<file path="src/rtl/keypad_pkg.sv">
// Shared definitions for the 4x4 keypad scanner.
// Provides matrix geometry, counter width, FSM state constants, the
// key-code payload layout and the column priority picker.
package keypad_pkg;

   localparam int unsigned KP_ROWS = 4;
   localparam int unsigned KP_COLS = 4;
   localparam int unsigned CNT_W   = 4;
   localparam int unsigned ROW_W   = $clog2(KP_ROWS);
   localparam int unsigned COL_W   = $clog2(KP_COLS);

   localparam logic [1:0] SCAN     = 2'd0;
   localparam logic [1:0] DEBOUNCE = 2'd1;
   localparam logic [1:0] HELD     = 2'd2;
   localparam logic [1:0] RELEASE  = 2'd3;

   // Key code as presented downstream: row in the upper bits, column below.
   typedef struct packed {
      logic [ROW_W-1:0] row;
      logic [COL_W-1:0] col;
   } key_code_t;

   // Lowest-index active-low column; higher pressed columns are ignored.
   function automatic logic [COL_W-1:0] first_low(input logic [KP_COLS-1:0] cols);
      logic [COL_W-1:0] idx;
      idx = '0;
      for (int i = int'(KP_COLS) - 1; i >= 0; i--) begin
         if (!cols[i]) idx = COL_W'(i);
      end
      return idx;
   endfunction

endpackage

</file>
<file path="src/rtl/sync_ff.sv">
// N-stage flop synchroniser, reset value all-ones (idle level of the
// pulled-up, active-low matrix columns).
//   clk, rst_n : clock, async active-low reset
//   d          : asynchronous input bus
//   q          : synchronised output, STAGES clocks behind d
module sync_ff #(
   parameter int unsigned WIDTH  = 4,
   parameter int unsigned STAGES = 2
) (
   input  logic             clk,
   input  logic             rst_n,
   input  logic [WIDTH-1:0] d,
   output logic [WIDTH-1:0] q
);

   logic [WIDTH-1:0] stage [STAGES];

   // Shift chain.
   always_ff @(posedge clk or negedge rst_n) begin
      if (!rst_n) begin
         for (int i = 0; i < int'(STAGES); i++) stage[i] <= '1;
      end else begin
         stage[0] <= d;
         for (int i = 1; i < int'(STAGES); i++) stage[i] <= stage[i-1];
      end
   end

   assign q = stage[STAGES-1];

endmodule

</file>
<file path="src/rtl/keypad_scanner.sv">
// 4x4 active-low keypad scanner with press/release debounce.
// Each rising edge of scan_in (the divided scan clock) is one scan step.
//   clk, rst_n : system clock, async active-low reset
//   ena        : step enable; when low all state is frozen
//   scan_in    : divided scan clock, same domain as clk
//   col_n      : matrix columns, active-low, asynchronous
//   row_n      : row drive, exactly one bit low
//   key_code   : accepted key, row*4+col
//   key_valid  : one-clk strobe on acceptance
//   key_held   : high from acceptance until release is debounced
module keypad_scanner
   import keypad_pkg::*;
#(
   parameter int unsigned DEBOUNCE_TICKS = 4,
   parameter int unsigned SYNC_STAGES    = 2
) (
   input  logic                clk,
   input  logic                rst_n,
   input  logic                ena,
   input  logic                scan_in,
   input  logic [KP_COLS-1:0]  col_n,
   output logic [KP_ROWS-1:0]  row_n,
   output logic [3:0]          key_code,
   output logic                key_valid,
   output logic                key_held
);

   localparam logic [CNT_W-1:0] CNT_DONE = CNT_W'(DEBOUNCE_TICKS);

   logic               scan_d;
   logic               step;
   logic [KP_COLS-1:0] col_s;

   logic [1:0]         state,    state_nx;
   logic [ROW_W-1:0]   row_idx,  row_idx_nx;
   logic [CNT_W-1:0]   cnt,      cnt_nx;
   key_code_t          cand,     cand_nx;
   logic [3:0]         key_code_nx;
   logic               key_valid_nx;
   logic               key_held_nx;

   logic               any_low;
   logic               cand_down;
   logic [CNT_W-1:0]   cnt_inc;

   // Column synchroniser.
   sync_ff #(
      .WIDTH  (KP_COLS),
      .STAGES (SYNC_STAGES)
   ) u_col_sync (
      .clk   (clk),
      .rst_n (rst_n),
      .d     (col_n),
      .q     (col_s)
   );

   // Step = rising edge of scan_in, qualified by ena.
   assign step      = scan_in & ~scan_d & ena;
   assign any_low   = ~(&col_s);
   assign cand_down = ~col_s[cand.col];
   assign cnt_inc   = cnt + CNT_W'(1);

   // Next-state and output decode; everything holds between steps.
   always_comb begin
      state_nx     = state;
      row_idx_nx   = row_idx;
      cnt_nx       = cnt;
      cand_nx      = cand;
      key_code_nx  = key_code;
      key_valid_nx = 1'b0;
      key_held_nx  = key_held;

      if (step) begin
         case (state)
            SCAN: begin
               if (any_low) begin
                  cand_nx.row = row_idx;
                  cand_nx.col = first_low(col_s);
                  cnt_nx      = CNT_W'(1);
                  state_nx    = DEBOUNCE;
               end else begin
                  row_idx_nx = row_idx + ROW_W'(1);
               end
            end
            DEBOUNCE: begin
               if (cand_down) begin
                  cnt_nx = cnt_inc;
                  if (cnt_inc == CNT_DONE) begin
                     key_code_nx  = cand;
                     key_valid_nx = 1'b1;
                     key_held_nx  = 1'b1;
                     cnt_nx       = '0;
                     state_nx     = HELD;
                  end
               end else begin
                  // Bounce: rescan the same row.
                  cnt_nx   = '0;
                  state_nx = SCAN;
               end
            end
            HELD: begin
               if (!cand_down) begin
                  cnt_nx   = CNT_W'(1);
                  state_nx = RELEASE;
               end
            end
            RELEASE: begin
               if (!cand_down) begin
                  cnt_nx = cnt_inc;
                  if (cnt_inc == CNT_DONE) begin
                     key_held_nx = 1'b0;
                     cnt_nx      = '0;
                     row_idx_nx  = row_idx + ROW_W'(1);
                     state_nx    = SCAN;
                  end
               end else begin
                  // Release glitch: back to held without a new strobe.
                  cnt_nx   = '0;
                  state_nx = HELD;
               end
            end
            default: state_nx = SCAN;
         endcase
      end
   end

   // State and registered outputs.
   always_ff @(posedge clk or negedge rst_n) begin
      if (!rst_n) begin
         scan_d    <= 1'b0;
         state     <= SCAN;
         row_idx   <= '0;
         cnt       <= '0;
         cand      <= '0;
         row_n     <= 4'b1110;
         key_code  <= '0;
         key_valid <= 1'b0;
         key_held  <= 1'b0;
      end else begin
         scan_d    <= scan_in;
         state     <= state_nx;
         row_idx   <= row_idx_nx;
         cnt       <= cnt_nx;
         cand      <= cand_nx;
         row_n     <= ~(KP_ROWS'(1) << row_idx_nx);
         key_code  <= key_code_nx;
         key_valid <= key_valid_nx;
         key_held  <= key_held_nx;
      end
   end

endmodule

</file>
<file path="config.mk">
export PLATFORM = sky130hd
export DESIGN_NAME = keypad_scanner
export DESIGN_NICKNAME = d
export VERILOG_FILES = /design/src/rtl/keypad_pkg.sv /design/src/rtl/sync_ff.sv /design/src/rtl/keypad_scanner.sv
export SDC_FILE = /design/constraint.sdc
export NUM_CORES = 1
export LEC_CHECK = 0
export CORE_MARGIN = 3
export CORE_UTILIZATION = 50
export CTS_CLUSTER_SIZE = 10
export DETAILED_ROUTE_END_ITERATION = 10
export PLACE_DENSITY_LB_ADDON = 0.25
export SLEW_MARGIN = 20
export SYNTH_ARGS = -nofsm -noshare
export SYNTH_HDL_FRONTEND = slang
export SYNTH_HIERARCHICAL = 1
export SYNTH_SLANG_ARGS = --single-unit
</file>
<file path="constraint.sdc">
create_clock -name clk -period 3.4 [get_ports clk]
set_input_delay 0.34 -clock clk [delete_from_list [all_inputs] [get_ports clk]]
set_output_delay 0.34 -clock clk [all_outputs]
set_load 0.02 [all_outputs]
</file>
==> results of run 1 <==
==> flip-flops by register name (all words and copies together) (netlist names), named ones only <==
signal	cells
cand	4
cnt	4
key_code	4
row_n	4
u_col_sync/q	4
u_col_sync/stage	4
row_idx	2
key_held	1
key_valid	1
scan_d	1
state	1
==> cell type report <==
| cell class | count | share of cell area [%] |
|---|---|---|
| Clock inverter | 3 | 1.15 |
| Sequential cell | 31 | 45.2 |
| Timing Repair Buffer | 19 | 10.5 |
| Multi-Input combinational cell | 86 | 37.2 |
| Inverter | 7 | 1.58 |
| Tap cell | 31 | 2.22 |
| Clock buffer | 5 | 2.15 |
==> power groups by stage <==
stage	registers [mW]	clock network, mW	logic, mW
2_1_floorplan	0.487	0	0.230
3_3_place_gp	0.486	0	0.307
3_5_place_dp	0.492	0	0.325
6_report	0.484	0.216	0.325
4_1_cts	0.485	0.222	0.329
5_1_grt	0.496	0.244	0.361
==> path summary, 6_finish.rpt <==
check,end,depth (start not counted),slack (ns)
hold reg to reg,u_col_sync/q[2],0,0.36
setup / recovery,row_n[2],7,1.03
hold / removal,u_col_sync/q[2],0,0.36
min in group asynchronous,cnt[2],2,0.50
setup reg to reg,row_n[2],7,1.03
max in group asynchronous,u_col_sync/stage[6],3,2.29
==> cells in the mapped netlist (2+ instances only) <==
library cell / instances
dfrtp_1: 20
dfstp_2: 11
nand2_1: 10
o21ai_0: 8
ha_1: 6
inv_1: 6
buf_4: 5
mux2_2: 5
nor2_1: 5
nand3_1: 4
a21oi_1: 3
a31oi_1: 3
mux2i_1: 2
nand2b_1: 2
nand3_2: 2
nor4bb_1: 2
==> critical path, stage by stage (launching register included) <==
cell and delay [ns]:
dfrtp_1 0.46, inv_1 0.09, ha_1 0.32, nor4bb_1 0.55, nand3_1 0.15, o22ai_1 0.33
nor4b_1 0.32, a21oi_1 0.07
==> layer usage <==
metal  vias up  wire length (um)
met5         -                 0
met4         0                72
met3        10               155
met2        38              1430
met1       523              1240
li1        516                 -
==> kinds of logic (layout without fill, tap and decap cells) <==
kind of cell	after synthesis	count (layout)	synth area share, %
compound gates	32	32	14.5
fa+ha+maj	6	6	4.94
buf+inv	14	34	5.35
flops	31	31	51.9
mux	9	9	7.49
simple gates	39	39	15.8
==> metrics by stage <==
stage,cells,power [mW]
2_1_floorplan,131,0.718
5_1_grt,182,1.10
4_1_cts,181,1.04
3_3_place_gp,173,0.793
6_report,182,1.03
3_5_place_dp,173,0.817
==> run summary, run 1 <==
Status -> finished clean
Max clock buf depth -> 2
Commonest non-fill, non-tap cells in the layout -> dfrtp_1, clkdlybuf4s50_1, dfstp_2
Synth warn -> 6
Ys async rst share -> 100%
Startpoint Class -> register
Syn Nets -> 145
Final Hold Viols -> 0
Global-route wire length before repair -> 4820 um
Slew Viols, Final -> 0
Layout cells sized above 1 -> 23.8%
Final worst setup slack -> 1.03 ns
Met3 usage -> 6.71%
CTS sink cnt -> 31
Clock share of power -> 21.1%
CP endpoint kind -> register
First DRT Iteration DRCs -> 108
RSZ-0062 raised after global routing -> no
Post-synth cell types -> 53
Via density per instance -> 5.97
Slew headroom -> 61.0%
WS Path Type -> register to register
CTS tree -> done
Power per cell area -> 587 mW/mm^2
Post_cts resized -> 0
Area after DPL -> 0.00168 sq mm
Layout Skew -> 0.0167 ns
P&R area growth vs syn -> 14.8%
Leading cell type in the layout, fill and taps excluded -> dfrtp_1
#FFs+latches synth -> 31
Hold wc startpoint -> u_col_sync/stage[6]
Crit path from -> state[0]
# setup viols final -> 0
Met1 GRT Util -> 20.9%
EDFF count, synth -> 0
Post-CTS Setup Bufs -> 0
GRT Util Overall -> 18.0%
Starting density of the core -> 53.7%
GR Layer Usage met2 -> 29.2%
DRT antenna net count -> 0
Fillers -> 259
WHS -> 0.361 ns
Synth Flop Type -> dfrtp_1
CTS hold repair buffers -> 0
GRT busiest layer -> met2
Internal -> 651 uW
Final WL -> 2890 um
GRT overflow -> 0
Post-Syn Area -> 0.00152 sq mm
Syn Inst Count -> 131
Die width -> 61.1 um
Die area -> 0.00374 sq mm
CTS Root Cell -> clkbuf_4
Total CTS buffers -> 5
Net Sw Power -> 374 uW
Flop pwr share -> 47.2%
Combinational share of power -> 31.7%
Clk_lat worst skew -> 0.34 ns
Ant. Diodes -> 0
FF-to-FF Start -> state[0]
Row cnt -> 19
Worst min path class -> register to register
Drt wl/cell -> 15.9 um
RePlAce Congestion -> 0.799
VDD IR-drop max -> 0.317 mV
Vias in the first global route -> 1030
Min Tclk post-route -> 2.37 ns
Cell taking the most area after synthesis -> dfrtp_1
Reg clk slew, reported paths -> 0.11 ns
Setup TNS -> 0 ns
CP required -> 3.65 ns
H-tree levels -> 2
DP HPWL -> 2060 um
Via count -> 1087
Final nets -> 164
FMAX -> 422 MHz
I/O pin cnt -> 18
Initial antenna violation count -> 0
Leak -> 0.768 nW
DRC Markers -> 0
Port Buffers -> 17
Top cells by area, synth -> dfrtp_1, dfstp_2, ha_1
First-pass DRT Iterations -> 4
Critical Path Fanout Max -> 5
Critical Path AT -> 2.63 ns
Max Cap Viol -> 0
Chip height -> 61.1 um
Seq. cell area -> 790 sq um
Final Cycle Share -> 69.8%
Share of the synthesized area in the top cell type -> 32.9%
Fin area -> 0.00175 sq mm
Synthesized area per cell -> 11.6 sq um
Final Util -> 61.7%
Slew @ Worst Pin -> 0.578 ns
Multi-input gate area -> 649 sq um
Register area share after synthesis -> 51.9%
Sw frac -> 36.5%
Largest net degree at the start of global routing -> 25
Setup WS pre-CTS -> 1.08 ns
Core area -> 0.00283 sq mm
(Power assumes the default switching activity.)
==> run 2: changes to the inputs <==
Clock period 3.4 ns to 2.5 ns, I/O delays scaled along.
==> run 2 against run 1 <==
  * Hold slack worse by 0.073 ns
  * Cell count is 0.55% lower
  * Sequential power is 36% higher
  * Worst setup slack worse by 0.77 ns
  * Flip-flop and latch count unchanged
  * Global-route usage fell by 0.51 points
  * Die area unchanged
  * Clock skew is 0.0062 ns lower
  * Largest cell class unchanged
  * Largest power group unchanged
==> run summary, run 2 (synthesis results as in run 1) <==
CTS Root Cell -> clkbuf_4
Internal -> 1.01 mW
Critical Path Fanout Max -> 5
Status -> finished clean
Flop pwr share -> 43.8%
CTS tree -> done
Max Cap Viol -> 0
Reg clk slew, reported paths -> 0.10 ns
Leak -> 0.785 nW
CP required -> 2.75 ns
First DRT Iteration DRCs -> 46
VDD IR-drop max -> 0.414 mV
Initial antenna violation count -> 0
Sw frac -> 32.6%
Clk_lat worst skew -> 0.32 ns
DRC Markers -> 0
Commonest non-fill, non-tap cells in the layout -> dfrtp_1, clkdlybuf4s50_1, dfstp_2
Final Hold Viols -> 0
Crit path from -> state[0]
RSZ-0062 raised after global routing -> no
I/O pin cnt -> 18
Die area -> 0.00374 sq mm
Die width -> 61.1 um
Layout cells sized above 1 -> 23.3%
Core area -> 0.00283 sq mm
Slew @ Worst Pin -> 0.496 ns
Final WL -> 2740 um
Port Buffers -> 17
Max clock buf depth -> 2
Fillers -> 238
Chip height -> 61.1 um
Largest net degree at the start of global routing -> 32
Row cnt -> 19
Worst min path class -> primary input to async pin
Startpoint Class -> register
Global-route wire length before repair -> 4700 um
Final Util -> 62.5%
Multi-input gate area -> 649 sq um
CP endpoint kind -> register
WS Path Type -> register to register
Critical Path AT -> 2.49 ns
# setup viols final -> 0
Final nets -> 163
Setup WS pre-CTS -> 0.279 ns
Min Tclk post-route -> 2.24 ns
Setup TNS -> 0 ns
Final Cycle Share -> 89.6%
Drt wl/cell -> 15.1 um
Net Sw Power -> 489 uW
FMAX -> 446 MHz
Slew headroom -> 66.5%
DRT antenna net count -> 0
CTS sink cnt -> 31
P&R area growth vs syn -> 16.4%
Slew Viols, Final -> 0
Vias in the first global route -> 1017
Final worst setup slack -> 0.260 ns
FF-to-FF setup slack -> 0.26 ns
RePlAce Congestion -> 0.841
DP HPWL -> 2000 um
Power per cell area -> 849 mW/mm^2
FF-to-FF Start -> state[0]
Total CTS buffers -> 5
Crit-path slowest cell -> nor4bb_1
H-tree levels -> 2
Leading cell type in the layout, fill and taps excluded -> dfrtp_1
Pwr Total -> 1.50 mW
Starting density of the core -> 53.7%
WP buf/inv -> 1
Seq. cell area -> 790 sq um
Layout Skew -> 0.0106 ns
Worst path cell trace -> inv_1, ha_1, nor4bb_1, nand3_1, o22ai_1, nor4b_1, a21oi_1
Combinational share of power -> 29.2%
Clock share of power -> 27.0%
CTS hold repair buffers -> 0
CP max stage delay -> 0.49 ns
GRT overflow -> 0
First-pass DRT Iterations -> 4
GRT Util Overall -> 17.5%
Post_cts resized -> 0
Worst path top cell family by delay -> simple AND/OR/NAND/NOR gates
Via density per instance -> 5.78
Via count -> 1047
Ant. Diodes -> 0
Post-CTS Setup Bufs -> 0
run 2: cell count changes in the layout (fill, tap and decap cells not counted), sizes merged:
cell and change:
bufinv +1, clkinvlp -2, dlygate4sd3 -1, clkbuf +1, clkdlybuf4s50 +1, buf -1
run 2: layer usage:
metal / track usage [%] / vias up / wire length, um
met2: 27.0 / 26 / 1370
met4: 8.36 / 0 / 36
li1: - / 508 / -
met5: 0 / - / 0
met3: 5.87 / 4 / 113
met1: 22.2 / 509 / 1230
run 2: worst paths after layout:
| kind | to | cells past startpoint |
|---|---|---|
| max | row_n[2] | 7 |
| min | cnt[0] | 2 |
| max reg2reg | row_n[2] | 7 |
| min reg2reg | u_col_sync/q[2] | 0 |
| max in group asynchronous | u_col_sync/stage[6] | 2 |
| min in group clk | u_col_sync/stage[4] | 1 |
run 2: area by class of cell:
class,instances,share of cell area [%]
Tap cell,31,2.19
Inverter,7,1.56
Sequential cell,31,44.6
Clock inverter,2,1.98
Timing Repair Buffer,18,10.0
Clock buffer,6,2.90
Multi-Input combinational cell,86,36.7
run 2: metrics by stage:
| step | cell area (sq um) | cells | hold WS, ns |
|---|---|---|---|
| floorplan | 1520 | 131 | -0.0456 |
| global placement | 1680 | 173 | 0.346 |
| detailed placement | 1680 | 173 | 0.353 |
| CTS | 1770 | 181 | 0.299 |
| global route | 1770 | 181 | 0.297 |
| finish | 1770 | 181 | 0.288 |
run 2: power by group through the flow:
stage / registers, mW / clock network [mW] / logic [mW]
6_report: 0.658 / 0.406 / 0.438
5_1_grt: 0.674 / 0.445 / 0.496
4_1_cts: 0.660 / 0.418 / 0.441
3_5_place_dp: 0.669 / 0 / 0.437
3_3_place_gp: 0.661 / 0 / 0.418
2_1_floorplan: 0.663 / 0 / 0.313
run 2: worst register-to-register path: cells and delay by family, from the launching register on:
kind                     cells  cell delay, ns
adder cells (fa/ha/maj)      1            0.31
AO/OA/AOI/OAI                2            0.39
buffers and inverters        1            0.08
AND/OR/NAND/NOR              3            0.94
flip-flops                   1            0.44
==> run 3: changes to the inputs <==
Settings changed: CORE_ASPECT_RATIO set to 1.5, CORE_UTILIZATION 50 to 54.
==> run 3 against run 2 <==
  * Non-clock buffer count did not move
  * Utilization rose by 6.1 points
  * Clock power fell by 19%
  * Routed wire length fell by 0.18%
  * Cell area fell by 0.64%
  * Hold slack got worse by 0.00053 ns
  * Sequential share of layout area rose by 0.29 points
  * Cell count rose by 2.8%
  * Critical path depth did not move
  * Largest cell class unchanged
==> run summary, run 3 (synthesis results as in run 1) <==
Status -> finished clean
Placed Cells -> 178
Initial antenna violation count -> 0
Port Buffers -> 17
Slew @ Worst Pin -> 0.538 ns
Leading cell type in the layout, fill and taps excluded -> dfrtp_1
Drt wl/cell -> 14.7 um
# setup viols final -> 0
WHS -> 0.287 ns
Final nets -> 163
WS Path Type -> register to register
CTS tree -> done
Setup TNS -> 0 ns
Final Util -> 68.7%
Slew Viols, Final -> 0
H-tree levels -> 2
Row cnt -> 22
Die width -> 49.3 um
Pwr Total -> 1.42 mW
Starting density of the core -> 59.4%
Post_cts resized -> 0
Worst path cell trace -> inv_1, ha_1, nor4bb_1, nand3_1, o22ai_1, nor4b_1, a21oi_1
First DRT Iteration DRCs -> 31
WP buf/inv -> 1
Post-CTS Setup Bufs -> 0
Ant. Diodes -> 0
Critical Path AT -> 2.48 ns
Final WL -> 2740 um
GRT Util Overall -> 18.2%
VDD IR-drop max -> 0.505 mV
Min Tclk post-route -> 2.22 ns
P&R area growth vs syn -> 15.6%
I/O pin cnt -> 18
Max clock buf depth -> 2
Power per cell area -> 807 mW/mm^2
Slew headroom -> 63.6%
Final Cycle Share -> 88.8%
Chip height -> 71.0 um
Reg clk slew, reported paths -> 0.10 ns
Worst path top cell family by delay -> simple AND/OR/NAND/NOR gates
Largest net degree at the start of global routing -> 32
RSZ-0062 raised after global routing -> no
Startpoint Class -> register
Via density per instance -> 5.68
CTS hold repair buffers -> 0
Vias in the first global route -> 1130
CP required -> 2.76 ns
Crit-path slowest cell -> nor4bb_1
GRT overflow -> 0
Fillers -> 198
Worst min path class -> primary input to async pin
Fin cells -> 186
CTS sink cnt -> 31
DRT antenna net count -> 0
Leak -> 0.775 nW
Die area -> 0.00350 sq mm
DP HPWL -> 2040 um
Max Cap Viol -> 0
FMAX -> 451 MHz
CP max stage delay -> 0.52 ns
DRC Markers -> 0
CP endpoint kind -> register
Total CTS buffers -> 5
Critical Path Fanout Max -> 5
Commonest non-fill, non-tap cells in the layout -> dfrtp_1, clkdlybuf4s50_1, dfstp_2
RePlAce Congestion -> 0.794
Core area -> 0.00256 sq mm
Via count -> 1056
CTS Root Cell -> clkbuf_4
Global-route wire length before repair -> 4920 um
Layout cells sized above 1 -> 22.7%
Final Hold Viols -> 0
Clk_lat worst skew -> 0.33 ns
Layout Skew -> 0.0136 ns
First-pass DRT Iterations -> 4
run 3: path summary, 6_finish.rpt:
kind / from / to / slack, ns / cells past startpoint
min in group clk: col_n[3] / u_col_sync/stage[7] / 0.33 / 1
max reg2reg: state[0] / row_n[2] / 0.28 / 7
max in group asynchronous: rst_n / u_col_sync/q[1] / 1.88 / 2
min reg2reg: u_col_sync/stage[6] / u_col_sync/q[2] / 0.36 / 0
max: state[0] / row_n[2] / 0.28 / 7
min: rst_n / cnt[0] / 0.29 / 2
run 3: where the power goes:
| part | switching [mW] | total [mW] | internal, mW |
|---|---|---|---|
| logic | 0.239 | 0.432 | 0.193 |
| clock network | 0.162 | 0.327 | 0.165 |
| registers | 0.0762 | 0.660 | 0.584 |
| total | 0.477 | 1.42 | 0.942 |
run 3: area by class of cell:
type	count	area, sq um	area share [%]
sequential	31	790	44.9
tap	36	45.0	2.56
timing repair buffer	18	178	10.1
multi-input combinational	86	649	36.9
inverter	7	27.5	1.57
clock buffer	8	68.8	3.91
run 3: per-stage QoR:
stage | worst slack [ns] | instance area [sq um]
after floorplan | 0.584 | 1520
after global placement | 0.403 | 1690
after detailed placement | 0.267 | 1690
after CTS | 0.253 | 1760
after global routing | 0.119 | 1760
final | 0.280 | 1760
run 3: per-layer routing:
metal | track usage, % | wire (um) | part of all wire [%] | vias to the layer above
met2 | 34.3 | 1500 | 55 | 15
li1 | - | - | - | 506
met1 | 18.2 | 1080 | 39 | 529
met3 | 4.00 | 94 | 3.4 | 6
met4 | 9.49 | 64 | 2.3 | 0
met5 | 0 | 0 | 0 | -
